`src/rtl/accum_stage_driver.sv`:
```
// Operand FIFO plus burst sequencer that feeds the accumulator stage (stg_en/stg_data).
// Optional stall counter output gap_cnt is enabled with `define ACCUM_DRV_GAP_CNT_EN.
module accum_stage_driver #(
    parameter int unsigned           DATA_WIDTH = 32,
    parameter logic [DATA_WIDTH-1:0] ACCUM_INIT = '0,
    parameter int unsigned           FIFO_DEPTH = 8,
    parameter int unsigned           LEN_W      = 8
) (
    input  logic                  clk,
    input  logic                  rst_n,
    input  logic                  in_valid,
    output logic                  in_ready,
    input  logic [DATA_WIDTH-1:0] in_data,
    input  logic                  start,
    input  logic [LEN_W-1:0]      burst_len,
    input  logic                  abort,
    output logic                  busy,
    output logic                  done,
    output logic                  stg_en,
    output logic [DATA_WIDTH-1:0] stg_data
`ifdef ACCUM_DRV_GAP_CNT_EN
    ,
    output logic [15:0]           gap_cnt
`endif
);

    localparam int unsigned AW = $clog2(FIFO_DEPTH);
    localparam int unsigned PW = AW + 1;

    typedef enum logic [1:0] {
        ST_IDLE = 2'd0,
        ST_FEED = 2'd1,
        ST_DONE = 2'd2
    } state_e;

    state_e                state_q, state_d;
    logic [LEN_W-1:0]      len_q, len_d;
    logic [LEN_W-1:0]      cnt_q, cnt_d;
    logic [LEN_W-1:0]      cnt_inc;
    logic                  stg_en_q, stg_en_d;
    logic [DATA_WIDTH-1:0] stg_data_q, stg_data_d;
    logic                  done_q, done_d;

    logic [DATA_WIDTH-1:0] mem_q [FIFO_DEPTH];
    logic [PW-1:0]         wr_ptr_q, rd_ptr_q;
    logic                  fifo_empty, fifo_full;
    logic                  push, pop;
    logic [DATA_WIDTH-1:0] rd_word;

    // Extra pointer MSB separates full from empty when the index bits match.
    assign fifo_empty = (wr_ptr_q == rd_ptr_q);
    assign fifo_full  = (wr_ptr_q[AW] != rd_ptr_q[AW]) &&
                        (wr_ptr_q[AW-1:0] == rd_ptr_q[AW-1:0]);
    assign push       = in_valid && !fifo_full;
    assign rd_word    = mem_q[rd_ptr_q[AW-1:0]];
    assign cnt_inc    = cnt_q + LEN_W'(1);

    assign in_ready = !fifo_full;
    assign busy     = (state_q == ST_FEED);
    assign done     = done_q;
    assign stg_en   = stg_en_q;
    assign stg_data = stg_data_q;

    always_ff @(posedge clk) begin
        if (push) begin
            mem_q[wr_ptr_q[AW-1:0]] <= in_data;
        end
    end

    always_ff @(posedge clk) begin
        if (!rst_n) begin
            wr_ptr_q <= '0;
            rd_ptr_q <= '0;
        end else begin
            if (push) wr_ptr_q <= wr_ptr_q + PW'(1);
            if (pop)  rd_ptr_q <= rd_ptr_q + PW'(1);
        end
    end

    always_ff @(posedge clk) begin
        if (!rst_n) begin
            state_q    <= ST_IDLE;
            len_q      <= '0;
            cnt_q      <= '0;
            stg_en_q   <= 1'b0;
            stg_data_q <= ACCUM_INIT;
            done_q     <= 1'b0;
        end else begin
            state_q    <= state_d;
            len_q      <= len_d;
            cnt_q      <= cnt_d;
            stg_en_q   <= stg_en_d;
            stg_data_q <= stg_data_d;
            done_q     <= done_d;
        end
    end

    // Abort wins over a pop; an empty FIFO in FEED issues an idle gap word.
    always_comb begin
        state_d    = state_q;
        len_d      = len_q;
        cnt_d      = cnt_q;
        stg_en_d   = 1'b0;
        stg_data_d = ACCUM_INIT;
        done_d     = 1'b0;
        pop        = 1'b0;
        case (state_q)
            ST_IDLE: begin
                if (start) begin
                    len_d   = burst_len;
                    cnt_d   = '0;
                    state_d = (burst_len != '0) ? ST_FEED : ST_DONE;
                end
            end
            ST_FEED: begin
                if (abort) begin
                    state_d = ST_IDLE;
                end else if (!fifo_empty) begin
                    pop        = 1'b1;
                    stg_en_d   = 1'b1;
                    stg_data_d = rd_word;
                    cnt_d      = cnt_inc;
                    if (cnt_inc == len_q) state_d = ST_DONE;
                end
            end
            ST_DONE: begin
                done_d  = 1'b1;
                state_d = ST_IDLE;
            end
            default: state_d = ST_IDLE;
        endcase
    end

`ifdef ACCUM_DRV_GAP_CNT_EN
    logic [15:0] gap_cnt_q, gap_cnt_d;

    // Stall cycles of the current burst, saturating; frozen outside FEED.
    always_comb begin
        gap_cnt_d = gap_cnt_q;
        if (state_q == ST_IDLE && start) begin
            gap_cnt_d = '0;
        end else if (state_q == ST_FEED && fifo_empty && gap_cnt_q != 16'hFFFF) begin
            gap_cnt_d = gap_cnt_q + 16'd1;
        end
    end

    always_ff @(posedge clk) begin
        if (!rst_n) gap_cnt_q <= '0;
        else        gap_cnt_q <= gap_cnt_d;
    end

    assign gap_cnt = gap_cnt_q;
`endif

endmodule

```
`config.mk`:
```
export PLATFORM = sky130hd
export DESIGN_NAME = accum_stage_driver
export DESIGN_NICKNAME = d
export VERILOG_FILES = /design/src/rtl/accum_stage_driver.sv
export SDC_FILE = /design/constraint.sdc
export NUM_CORES = 1
export LEC_CHECK = 0
export CAP_MARGIN = 5
export CORE_MARGIN = 8
export CORE_UTILIZATION = 55
export DETAILED_ROUTE_END_ITERATION = 7
export GPL_TIMING_DRIVEN = 0
export HOLD_SLACK_MARGIN = 0.03
export PLACE_DENSITY = 0.75
export SLEW_MARGIN = 20
export SYNTH_ARGS = -nofsm -noshare
export SYNTH_HDL_FRONTEND = slang
export SYNTH_SLANG_ARGS = --single-unit
```
`constraint.sdc`:
```
create_clock -name clk -period 10.7 [get_ports clk]
set_input_delay 3.21 -clock clk [delete_from_list [all_inputs] [get_ports clk]]
set_output_delay 3.21 -clock clk [all_outputs]
set_load 0.1 [all_outputs]
```
==> impl_metrics.toml <==
[outcome]
outcome = "complete, no violations"

[global_routing]
grt_max_degree = 21
antenna_found_initial = 3
grt_use_total_pct = 18.5
overflow = 0
grt_pass1_wl_um = 37400
grt_pass1_vias = 6537

[clocking]
cts_tree = "done"
clock_latency_ns = 0.54
cts_hold_buf = 0
cts_made_buffers = 31
clock_sinks = 316
ctsResizeCount = 0
clk_path_buf_depth = 3
cts_htree_levels = 1
cts_root_buffer = "clkbuf_16"
clkTransAtPathRegs_ns = 0.06
postCtsSetupBuffers = 0

[pwr]
power_frac_comb_pct = 5.5
p_total_mw = 2.64
vdd_drop_max_v = 0.000143
cellPowerDensity_nw_per_um2 = 183
internal-power_mw = 2.12
clkPwrFrac_pct = 42.8
switchingPower_mw = 0.528
pwr-share-seq_pct = 51.7
p_sw_share_pct = 20.0
p_leak_nw = 4.66

[synth]
synth.most_common_cell = "edfxtp_1"
syn_area_per_cell_um2 = 19.2
synth.largest_area_cell = "edfxtp_1"
syn_area_um2 = 11900
ys_async_sr_fraction_pct = 0
ys_types = 49
synth-main-ff-cell = "edfxtp_1"
ys_top_cells_by_area = "edfxtp_1 (64%), mux4_2 (12%), dfxtp_1 (10%)"
synthCells = 620
synth_edf_count = 256
ys_seq_area_share_pct = 74.5
synthTopCellsByCount = "edfxtp_1 (256), mux4_2 (64), dfxtp_1 (60)"
synth-seq-cells = 316
yosys_warnings = 0
synth_top_area_share_pct = 64.5
synth.net_count = 668

[detailed_routing]
drt_iter0_markers = 488
vias_per_cell = 5.71
wire_per_inst_um = 23.2
drtAntennaViolNets = 0
wirelength_um = 24500
vias = 6026
remaining_drc_errors = 0
drt-pass1-iter-count = 5

[layout]
final_nets = 798
syn2layout_area_growth_pct = 21.3
drive_above_1_share_pct = 22.0

[sta]
finalClockSkew_ns = 0.0124
setup_viol = 0
setup_tns_ns = 0
relSlewSlack_pct = 32.7
maxSlewViolCount = 0
tightest_slew_ns = 1.01
min_period_ns = 6.02
hold_violations = 0
post-route-period-util_pct = 56.3
rsz0062_at_grt = "false"
fmax_ghz = 0.166

[worst_setup_path]
arrival_ns = 2.81
cp_data_required_time_ns = 7.49
cp.buffers_inverters = 1
crit_fanout = 8
cp-start-kind = "register"
worstSetupPathType = "reg -> out"
critPathMaxStageDelay_ns = 0.99
crit_slowest_cell = "clkdlybuf4s50_1"
rrSetupSlack_ns = 7.76
critPathTopFamily = "buffers and inverters"
worstPathCellList = "xor2_2 -> or4_4 -> clkdlybuf4s50_1"
endpoint_kind = "output port"

[floorplanning]
dieArea_um2 = 26600
die_h_um = 163
pin_count = 81
core_area_um2 = 21600
die_width_um = 163
start_util_pct = 55.3
rows = 54

[placed_design]
gp_congestion = 0.821
dp_hpwl_um = 15300
placement.io_buffers = 79

[hold_path]
min_path_type = "reg -> reg"

[job]
maxCapViolCount = 0
-- final timing paths --
path                                  start            to  depth (start not counted)
worst min register to register     cnt_q[6]      cnt_q[6]                          1
worst max-delay path            wr_ptr_q[1]      in_ready                          3
worst max register to register  rd_ptr_q[2]  mem_q[0][29]                          9
worst min-delay path               cnt_q[6]      cnt_q[6]                          1
-- metrics by stage --
| stage | cell area, um2 | util [%] | cells | setup WS (ns) | hold slack [ns] |
|---|---|---|---|---|---|
| after floorplan | 11900 | - | 620 | 4.57 | 0.458 |
| after global placement | 13100 | 60.6 | 979 | 1.70 | 0.510 |
| after detailed placement | 13400 | 62.1 | 997 | 4.90 | 0.518 |
| final | 14500 | 67.1 | 1055 | 4.68 | 0.538 |
| after global routing | 14500 | 67.1 | 1055 | 4.60 | 0.562 |
| after CTS | 14500 | 67.1 | 1054 | 4.66 | 0.548 |
-- cell families after synthesis --
group,synth area share [%]
AND/OR/NAND/NOR,4.89
multiplexers,15.5
XOR/XNOR,1.66
adder cells (fa/ha/maj),0.315
AO/OA/AOI/OAI,1.86
flip-flops,74.5
buffers and inverters,1.21
-- state kept, by name (all words and copies together), names as in the netlist --
name / count
rd_ptr_q: 4
stg_data: 32
cnt_q: 8
len_q: 8
done: 1
mem_q: 256
state_q: 2
wr_ptr_q: 4
stg_en: 1
-- power groups by stage --
stage                     logic, mW  clock network [mW]  registers, mW
final                         0.144                1.13           1.37
after CTS                     0.146                1.15           1.37
after floorplan              0.0712                   0           1.40
after global placement        0.130                   0           1.39
after detailed placement      0.144                   0           1.39
after global routing          0.155                1.20           1.37
-- routing by layer --
metal / wire, um / GRT usage, %
met1: 9940 / 23.5
met2: 12400 / 31.7
met3: 1390 / 3.05
met4: 697 / 6.84
met5: 27 / 0
-- layout make-up --
class,instances,area [um2]
Timing Repair Buffer,97,1060
Clock inverter,18,246
Fill cell,1382,7080
Clock buffer,39,836
Buffer,29,133
Multi-Input combinational cell,272,2940
Tap cell,280,350
Inverter,3,11.3
Sequential cell,316,8890
Antenna cell,1,2.50
-- layout by cell type (no fill, tap or decap), types with 3 or more instances in the layout --
cell type / instances
nand3_1: 5
xor2_2: 3
nor2_4: 7
buf_1: 6
mux4_2: 64
and2_1: 8
xnor2_1: 12
clkbuf_1: 11
o21ai_0: 6
a21oi_1: 4
clkinvlp_4: 4
nor4_1: 3
mux2i_1: 41
o21ai_1: 6
clkinv_1: 3
o31ai_1: 4
nand2b_1: 5
buf_2: 16
dfxtp_1: 60
clkinv_2: 5
buf_12: 3
buf_4: 6
buf_6: 5
bufinv_16: 6
nand2_1: 15
nor2_1: 38
clkbuf_16: 31
edfxtp_1: 256
nand4_1: 4
nor2b_1: 13
ha_1: 3
xor2_1: 5
clkbuf_8: 3
buf_16: 3
clkdlybuf4s50_1: 79
(Power assumes the default switching activity.)
